<file path="config.mk">
export PLATFORM = sky130hd
export DESIGN_NAME = instr_fetch
export DESIGN_NICKNAME = d
export VERILOG_FILES = /design/src/rtl/instr_fetch.sv
export SDC_FILE = /design/constraint.sdc
export NUM_CORES = 1
export LEC_CHECK = 0
export CELL_PAD_IN_SITES_DETAIL_PLACEMENT = 0
export CELL_PAD_IN_SITES_GLOBAL_PLACEMENT = 1
export CORE_ASPECT_RATIO = 0.8
export CORE_MARGIN = 2
export CORE_UTILIZATION = 36
export DETAILED_ROUTE_END_ITERATION = 10
export PLACE_DENSITY_LB_ADDON = 0.25
export SYNTH_ARGS = -nofsm -noshare
export SYNTH_HDL_FRONTEND = slang
export SYNTH_SLANG_ARGS = --single-unit
</file>
<file path="constraint.sdc">
create_clock -name clk -period 9.8 [get_ports clk]
set_clock_uncertainty 0.15 [all_clocks]
set_input_delay 1.96 -clock clk [delete_from_list [all_inputs] [get_ports clk]]
set_output_delay 1.96 -clock clk [all_outputs]
set_load 0.005 [all_outputs]
</file>
<file path="src/rtl/instr_fetch.sv">
// Instruction fetch unit: issues word-aligned fetches, buffers in-order responses
// in a small FIFO for decode, and handles redirects and access-fault stops.
module instr_fetch #(
    parameter logic [31:0] RESET_PC   = 32'h0000_0000,
    parameter int          FIFO_DEPTH = 2,
    parameter int          MAX_OUT    = 2
) (
    input  logic        clk,
    input  logic        rst_n,
    output logic        imem_req_valid,
    output logic [31:0] imem_req_addr,
    input  logic        imem_req_ready,
    input  logic        imem_rsp_valid,
    input  logic [31:0] imem_rsp_data,
    input  logic        imem_rsp_err,
    output logic        instr_valid,
    output logic [31:0] instr,
    output logic [31:0] instr_pc,
    output logic        instr_fault,
    input  logic        instr_ready,
    input  logic        redirect_valid,
    input  logic [31:0] redirect_pc
);

    typedef enum logic {ST_RUN, ST_STOP} state_t;

    localparam int CW = 8;

    state_t          state_q, state_d;
    logic [31:0]     pc_q, pc_d;
    logic            active_q, active_d;
    logic [CW-1:0]   out_q, out_d;
    logic [CW-1:0]   drop_q, drop_d;
    logic [CW-1:0]   cnt_q, cnt_d;
    logic [1:0]      wr_q, wr_d;
    logic [1:0]      rd_q, rd_d;

    logic [31:0]     data_q  [4];
    logic [31:0]     epc_q   [4];
    logic            fault_q [4];

    logic [CW-1:0]   live;
    logic [CW-1:0]   occ;
    logic            pop;
    logic            req_fire;
    logic            rsp_hit;
    logic            rsp_drop;
    logic            push;
    logic            unused_low_bits;

    assign unused_low_bits = ^redirect_pc[1:0];

    function automatic logic [1:0] ptr_inc(input logic [1:0] p);
        if (p == 2'(FIFO_DEPTH - 1)) return 2'd0;
        return p + 2'd1;
    endfunction

    assign instr_valid = (cnt_q != '0);
    assign pop         = instr_valid && instr_ready;
    assign live        = out_q - drop_q;
    // A pop this cycle frees a slot, so fetch can keep one request per cycle in flight.
    assign occ         = cnt_q + live - CW'(pop);

    assign imem_req_valid = active_q && (state_q == ST_RUN) &&
                            (out_q < CW'(MAX_OUT)) && (occ < CW'(FIFO_DEPTH));
    assign imem_req_addr  = pc_q;
    assign req_fire       = imem_req_valid && imem_req_ready;

    assign rsp_hit  = imem_rsp_valid && (out_q != '0);
    assign rsp_drop = (drop_q != '0) || redirect_valid || (state_q == ST_STOP);
    assign push     = rsp_hit && !rsp_drop;

    always_comb begin
        active_d = 1'b1;
        pc_d     = pc_q;
        state_d  = state_q;
        out_d    = out_q + CW'(req_fire) - CW'(rsp_hit);
        drop_d   = drop_q;
        cnt_d    = cnt_q + CW'(push) - CW'(pop);
        wr_d     = push ? ptr_inc(wr_q) : wr_q;
        rd_d     = pop ? ptr_inc(rd_q) : rd_q;

        if (rsp_hit && (drop_q != '0)) drop_d = drop_q - 1'b1;
        if (push && imem_rsp_err) state_d = ST_STOP;
        if (req_fire) pc_d = pc_q + 32'd4;

        // Everything still in flight after this cycle belongs to the old path.
        if (redirect_valid) begin
            pc_d    = {redirect_pc[31:2], 2'b00};
            state_d = ST_RUN;
            drop_d  = out_d;
            cnt_d   = '0;
            wr_d    = 2'd0;
            rd_d    = 2'd0;
        end
    end

    always_ff @(posedge clk or negedge rst_n) begin
        if (!rst_n) begin
            state_q  <= ST_RUN;
            pc_q     <= RESET_PC;
            active_q <= 1'b0;
            out_q    <= '0;
            drop_q   <= '0;
            cnt_q    <= '0;
            wr_q     <= 2'd0;
            rd_q     <= 2'd0;
        end else begin
            state_q  <= state_d;
            pc_q     <= pc_d;
            active_q <= active_d;
            out_q    <= out_d;
            drop_q   <= drop_d;
            cnt_q    <= cnt_d;
            wr_q     <= wr_d;
            rd_q     <= rd_d;
        end
    end

    // Entry storage needs no reset; outputs are gated by instr_valid.
    always_ff @(posedge clk) begin
        if (push) begin
            data_q[wr_q]  <= imem_rsp_data;
            epc_q[wr_q]   <= pc_q - {out_q[CW-3:0] - drop_q[CW-3:0], 2'b00};
            fault_q[wr_q] <= imem_rsp_err;
        end
    end

    always_comb begin
        instr       = '0;
        instr_pc    = '0;
        instr_fault = 1'b0;
        if (instr_valid) begin
            instr       = data_q[rd_q];
            instr_pc    = epc_q[rd_q];
            instr_fault = fault_q[rd_q];
        end
    end

endmodule

</file>
==> After elaboration in Yosys (flattened, before gate mapping) <==
Memories as Yosys holds them, arrays and structs flattened.
Cells that the tools add are included.
{ "classes": {"eq_ne": 2, "addsub": 13, "bitwise": 1, "reduce_logical": 20, "order_cmp": 2, "n_mux": 22} }
{ "ops": {"columns": ["operator", "count"], "rows": [
  ["$mux W32", 4],
  ["$add A32 B3 Y32 const B", 1],
  ["$sub A32 B8 Y32", 1],
  ["$mux W8", 3],
  ["$reduce_bool A8 Y1", 3],
  ["$sub A8 B1 Y8", 3],
  ["$add A8 B1 Y8", 2],
  ["$lt A8 B2 Y1 const B", 2],
  ["$mux W2", 8],
  ["$reduce_bool A2 Y1", 5],
  ["$logic_and A1 B1 Y1", 9],
  ["$add A8 B8 Y8", 1],
  ["$sub A8 B1 Y8 const B", 1],
  ["$sub A8 B8 Y8", 1],
  ["$mux W1", 7],
  ["$sub A6 B6 Y6", 1],
  ["$add A2 B1 Y2 const B", 2],
  ["$eq A2 B1 Y1 const B", 2],
  ["$logic_or A1 B1 Y1", 2],
  ["$logic_not A1 Y1", 1],
  ["$not A1 Y1", 1]
]} }
{ "word_totals": {"wordCells": 71, "in_bits": 71, "n_memories": 3, "output_inout_bits": 99, "ram_bits": 260, "reg_bits": 62} }
{ "memory_table": {"columns": ["memory", "depth", "width", "read_ports", "rd_clocked_by_memory_dff", "write_ports", "line", "source"], "rows": [
  ["data_q", 4, 32, 1, 0, 1, "38", "logic [31:0] data_q [4];"],
  ["epc_q", 4, 32, 1, 0, 1, "39", "logic [31:0] epc_q [4];"],
  ["fault_q", 4, 1, 1, 0, 1, "40", "logic fault_q [4];"]
]} }

==> Depth between registers and ports, before layout <==
Gate-level depths: netlist of the first run.
{ "depth": {"ltp_word": 9, "mapped_depth": 28, "depth_no_buf": 27} }

==> Worst setup path after synthesis of the first run <==
Ideal clock, no wire load.
{ "synth_path": {"kind": "input to register", "from": "input imem_rsp_valid", "to": "memory data_q[2][0] (enable)", "arrival_time_ns": 7.430, "setup_ns": 0.575, "path_stages": 4, "path_slack_ns": 1.645, "path_buffers": 0, "cell_sequence": "o21ai_0 nor4_1 inv_1 nor3b_1"} }
{ "synth_via": {"elab_chain_len": 4} }
{ "synth_lines": {"columns": ["item", "line", "source"], "rows": [
  ["start: declaration", "13", "input logic imem_rsp_valid,"],
  ["$logic_and A1 B1 Y1", "69", "assign rsp_hit = imem_rsp_valid && (out_q != '0);"],
  ["$logic_and A1 B1 Y1", "71", "assign push = rsp_hit && !rsp_drop;"],
  ["$mux W1", "122", "if (push) begin"],
  ["$mux W1 (not written as such)", "123", "data_q[wr_q] <= imem_rsp_data;"],
  ["end: declaration", "38", null]
]} }
No other way between the ends.

==> Final worst setup path of the first run <==
{ "layout_path": {"from": "input instr_ready", "to": "output imem_req_valid"} }
{ "layout_via": {"elab_chain_len": 4} }
{ "layout_lines": {"columns": ["item", "line", "source"], "rows": [
  ["start: declaration", "20", "input logic instr_ready,"],
  ["$logic_and A1 B1 Y1", "59", "assign pop = instr_valid && instr_ready;"],
  ["$sub A8 B1 Y8", "62", "assign occ = cnt_q + live - CW'(pop);"],
  ["$lt A8 B2 Y1", "65", "(out_q < CW'(MAX_OUT)) && (occ < CW'(FIFO_DEPTH));"],
  ["$logic_and A1 B1 Y1", "65", null],
  ["end: declaration", "10", "output logic imem_req_valid,"]
]} }
No other way between the ends.

==> results of run 1 <==
[per-stage QoR]
| step | hold WS [ns] | worst slack, ns | utilization, % |
|---|---|---|---|
| after detailed placement | 0.4315 | 1.924 | 42.37 |
| final | 0.4565 | 1.902 | 45.07 |
| after CTS | 0.4498 | 1.900 | 45.07 |
| after global routing | 0.5020 | 1.731 | 45.07 |
| after global placement | 0.4279 | 1.970 | 42.37 |
| after floorplan | 0.3256 | 1.645 | - |
[worst max path at each step]
stage	startpoint	endpoint	slack, ns	depth (start not counted)
4_1_cts	instr_ready	imem_req_valid	1.90	14
5_1_grt	instr_ready	imem_req_valid	1.73	14
3_5_place_dp	instr_ready	imem_req_valid	1.92	14
2_1_floorplan	imem_rsp_valid	data_q[2][0]	1.65	4
6_report	instr_ready	imem_req_valid	1.90	13
3_3_place_gp	instr_ready	imem_req_valid	1.97	14
[layout by cell type, fill, tap and decap left out, drive strengths merged, types with 6 or more instances in the layout]
cell type and instances:
o21a 6, mux4 63, clkbuf 41, nand4 7, nand3 22, dfrtp 60
clkinv 14, ha 49, inv 66, nor2 48, a21oi 18, fa 12
clkdlybuf4s50 161, nand2b 11, nor3 21, buf 14, edfxtp 252, xnor2 63
nor4 25, a21o 7, o21ai 33, and2 63, nand2 52, xor2 19
[flip-flops by register name (all words and copies together) (netlist names)]
register and count:
data_q 128, epc_q 120, imem_req_addr 30, cnt_q 8
drop_q 8, out_q 8, fault_q 4, rd_q 2
wr_q 2, active_q 1, state_q 1
[critical path: stages]
cell and delay [ns]:
clkdlybuf4s50_1 0.45, nand2_1 0.09, fa_1 0.51, inv_1 0.05, fa_1 0.42, nand2b_1 0.18, fa_1 0.53, nand4b_1 0.10
a221oi_1 0.31, o2111ai_2 0.20, buf_4 0.27, nor2_1 0.17, clkdlybuf4s50_1 0.53
[kinds of logic (layout without fill, tap and decap cells)]
kind of cell	count (synthesis)	after routing
compound gates	82	82
xor+xnor	82	82
fa+ha+maj	61	61
buf+inv	119	299
flops	312	312
mux	70	70
other cells	2	6
simple gates	278	278
[per-layer routing]
layer	vias up	track usage, %
li1	4006	-
met1	4134	23.23
met2	201	24.95
met3	36	3.769
met4	0	3.325
met5	-	0
[report_power, final]
part           switching [uW]  internal, uW
combinational            1330          1030
clock                     505           738
sequential                105          1640
total                    1940          3410
[area by class of cell]
type                    instances  area (sq um)
flip-flops and latches        312          9076
clock buffers                  41         908.4
clock inverters                18         160.2
fillers                      3621         21800
multi-input cells             578          5115
diodes                          1         2.502
inverters                      65         244.0
well taps                     536         670.6
repair buffers                175          1712
==> impl_metrics.yaml, run 1 <==
routing:
  drc: 0
  top_layer: "met4"
  wl_mm: 33.41
  wl_per_cell_um: 19.36
  first_iter_violations: 594
  dr.pass1.iters: 7
  wl_met3_mm: 1.874
  vias_per_cell: 4.853
  drt-met1-wl_mm: 16.35
  wl_met2_mm: 14.75
  ant_nets: 0
  vias: 8377
timing:
  worst_slew_pin_slew_ns: 1.046
  rsz0062_at_grt: "no"
  finalMaxSlewViolations: 0
  timing.fmax_mhz: 126.6
  slew_headroom_pct: 30.28
  setup_violations: 0
  fin_setup_tns_ns: 0
  period_minus_slack_ns: 7.898
  min_period_over_period_pct: 80.59
  hold_viol_final: 0
cts:
  cts_buffers: 35
  clkTransAtPathRegs_ns: 0.06
  postCtsSetupBuffers: 0
  cts_hold_buffers: 0
  cts_resized: 0
  cts_tree: "yes"
  cts_root_buffer: "clkbuf_16"
  cts_sinks: 312
  insertion_delay_ns: 0.51
  clockBufferDepth: 3
  htreeDepth: 2
synthesis:
  syn_inst: 1006
  synthArstFlopShare_pct: 19.23
  yosys_register_bits: 312
  ys_seq_area_share_pct: 62.15
  yosys.area_share.xor_xnor_pct: 4.922
  synth.area.mux_share_pct: 10.24
  ys_warn_count: 0
  yosysMostFrequentCell: "edfxtp_1"
  synth_top_area_share_pct: 51.86
  synth_simple_gate_area_share_pct: 10.15
  ys_types: 53
  synth_edf_count: 252
  synthAdderAreaFrac_pct: 5.848
  avgSynthCellArea_sq_um: 14.51
  synth_area_leaders: "edfxtp_1 52%, dfrtp_1 10%, mux4_2 9.7%"
  ys_top_cells_by_count: "252 x edfxtp_1, 65 x inv_1, 63 x and2_1, 63 x mux4_2, 63 x xnor2_1"
  synth_compound_area_share_pct: 3.473
  synth_top_family_by_area: "multiplexers"
  synth.largest_area_cell: "edfxtp_1"
  syn-cell-area_sq_um: 14590
  synth_flop_cell: "edfxtp_1"
cells_and_area:
  drive_gt1_share_pct: 11.77
  area_growth_pct: 22.58
  fin_nets: 1299
  design_area_sq_um: 17890
  finalNonFillerCells: 1726
power_and_ir_drop:
  ir_drop_uv: 296.7
  p_leak_uw: 0.006187
  power_density_nw_per_um2: 299.2
  total_power_uw: 5352
global_routing:
  antenna_found_initial: 1
  grt_max_degree: 86
  grt_pass1_vias: 8650
  overflow: 0
  grt_use_total_pct: 16.11
  grt_pass1_wl_mm: 51.92
critical_path:
  worstPathMaxFanout: 27
  path_class: "primary input to output pin"
  cp-end-kind: "output pin"
  r2r_setup_slack_ns: 2.95
  start_kind: "primary input"
  required_ns: 7.69
  worstReg2RegEnd: "drop_q[6]"
  arrival_ns: 5.79
  ff2ff_path_depth: 28
  r2r-start: "cnt_q[4]"
die:
  pin_count: 170
  rows: 65
  die_y_um: 184.1
  start_util_pct: 36.77
  die_w_um: 229.1
  core_area_sq_um: 39690
  die_area_sq_um: 42170
hold_path:
  hold_end: "state_q"
  min-delay-start: "state_q"
  holdPathStages: 2
  hp-class: "flop to flop"
placed_design:
  dp_cells: 1666
  dpl-instance-area_sq_um: 16820
  globalplace.congestion: 0.8056
  port_buffers: 163
  place_hpwl_mm: 21.51
flow_run:
  maxCapViolCount: 0
status:
  status: "completed"
Note: power is estimated with default switching activity, not from simulation.
==> inputs of run 2 (changes only) <==
==> constraint.sdc (replaced) <==
create_clock -name clk -period 8.2 [get_ports clk]
set_clock_uncertainty 0.15 [all_clocks]
set_input_delay 1.64 -clock clk [delete_from_list [all_inputs] [get_ports clk]]
set_output_delay 1.64 -clock clk [all_outputs]
set_load 0.005 [all_outputs]
==> impl_metrics.yaml, run 2 (synthesized netlist as in run 1, its figures left out) <==
routing:
  vias: 8427
  drc: 0
  wl_per_cell_um: 19.35
  vias_per_cell: 4.877
  first_iter_violations: 496
  ant_nets: 0
  dr.pass1.iters: 5
  wl_mm: 33.43
timing:
  fin_setup_tns_ns: 0
  min_period_over_period_pct: 88.74
  timing.fmax_mhz: 137.4
  finalMaxSlewViolations: 0
  setup_violations: 0
  rsz0062_at_grt: "no"
  worst_slew_pin_slew_ns: 1.032
  period_minus_slack_ns: 7.277
  slew_headroom_pct: 31.18
  hold_viol_final: 0
cells_and_area:
  fin_nets: 1299
  area_growth_pct: 22.46
  diodes: 0
  final_common_cell: "edfxtp_1"
  layout_common_cells: "252 x edfxtp_1, 161 x clkdlybuf4s50_1, 65 x inv_1"
  drive_gt1_share_pct: 11.58
  top_register: "data_q"
  largest_reg_flops: 128
critical_path:
  crit_family: "adder cells"
  cp-end-kind: "output pin"
  start_kind: "primary input"
  worstPathMaxFanout: 26
  cp_slowest_cell: "clkdlybuf4s50_1"
  cpPeakStageDelay_ns: 0.53
  crit_chain: "clkdlybuf4s50_1 > nand2_1 > fa_1 > inv_1 > fa_1 > nand2b_1 > fa_1 > nand2b_1 > a21oi_1 > and4b_1 > o2111ai_2 > buf_4 > nor2_1 > clkdlybuf4s50_1"
  required_ns: 6.41
  crit_top_cell: "fa_1"
  arrival_ns: 5.49
  path_class: "primary input to output pin"
  critPathBufInv: 4
cts:
  insertion_delay_ns: 0.52
  cts_buffers: 34
  cts_sinks: 312
  clkTransAtPathRegs_ns: 0.06
  cts_hold_buffers: 0
  postCtsSetupBuffers: 0
  cts_root_buffer: "clkbuf_16"
  clockBufferDepth: 3
  cts_tree: "yes"
  htreeDepth: 2
  cts_resized: 0
global_routing:
  grt_use_total_pct: 16.15
  antenna_found_initial: 0
  grt_pass1_vias: 8667
  overflow: 0
  grt_max_degree: 86
  grt_pass1_wl_mm: 52.03
placed_design:
  globalplace.congestion: 0.8094
  place_hpwl_mm: 21.64
  port_buffers: 163
power_and_ir_drop:
  p_leak_uw: 0.006169
  ir_drop_uv: 402.2
  total_power_uw: 6370
  power_density_nw_per_um2: 356.5
die:
  die_w_um: 229.1
  start_util_pct: 36.77
  die_y_um: 184.1
  rows: 65
  pin_count: 170
  die_area_sq_um: 42170
  core_area_sq_um: 39690
status:
  status: "completed"
flow_run:
  maxCapViolCount: 0
hold_path:
  hp-class: "flop to flop"
## run 2: path summary, 6_finish.rpt
| check | start | endpoint | slack (ns) | depth (start not counted) |
|---|---|---|---|---|
| hold reg to reg | state_q | state_q | 0.46 | 2 |
| min in group asynchronous | rst_n | out_q[4] | 1.18 | 2 |
| hold / removal | state_q | state_q | 0.46 | 2 |
| setup / recovery | instr_ready | imem_req_valid | 0.92 | 14 |
| max in group asynchronous | rst_n | rd_q[0] | 6.07 | 2 |
| setup reg to reg | cnt_q[5] | drop_q[7] | 2.06 | 25 |
## run 2: worst register-to-register path, delay by kind of cell, from the launching register on
| kind | cells | cell delay, ns |
|---|---|---|
| adders and majority gates | 6 | 1.96 |
| xor gates and xnor gates | 1 | 0.16 |
| and+or+nand+nor | 7 | 1.43 |
| AOI/OAI and AO/OA | 6 | 1.34 |
| DFF | 1 | 0.42 |
| buffers and inverters | 4 | 0.29 |
| muxes | 1 | 0.27 |
## run 2: layout make-up
class	count	area, sq um
multi-input combinational	578	5115
inverter	65	244.0
clock buffer	47	940.9
tap	536	670.6
timing repair buffer	176	1732
clock inverter	14	92.59
sequential	312	9076
fill	3658	21820
## run 2: layer usage
layer	GRT usage, %	part of all wire (%)	up-vias	wire (um)
li1	-	-	4014	-
met1	23.43	49	4180	16490
met2	24.65	44	180	14550
met3	3.536	5.0	53	1660
met4	4.104	2.2	0	728
met5	0	0	-	0
## run 2: report_power, final
part           internal [uW]  switching (uW)
registers               1960             131
clock network            834             599
logic                   1240            1620
total                   4020            2350
## run 2: through the flow
step / area [sq um] / hold WS, ns / std cells / setup WS (ns) / util (%)
finish: 17870 / 0.4559 / 1728 / 0.9233 / 45.03
global route: 17870 / 0.5075 / 1728 / 0.7570 / 45.03
CTS: 17870 / 0.4391 / 1728 / 0.9202 / 45.03
detailed placement: 16840 / 0.4276 / 1667 / 0.7378 / 42.42
global placement: 16840 / 0.4146 / 1667 / 0.8800 / 42.42
floorplan: 14600 / 0.3256 / 1009 / 0.3650 / -
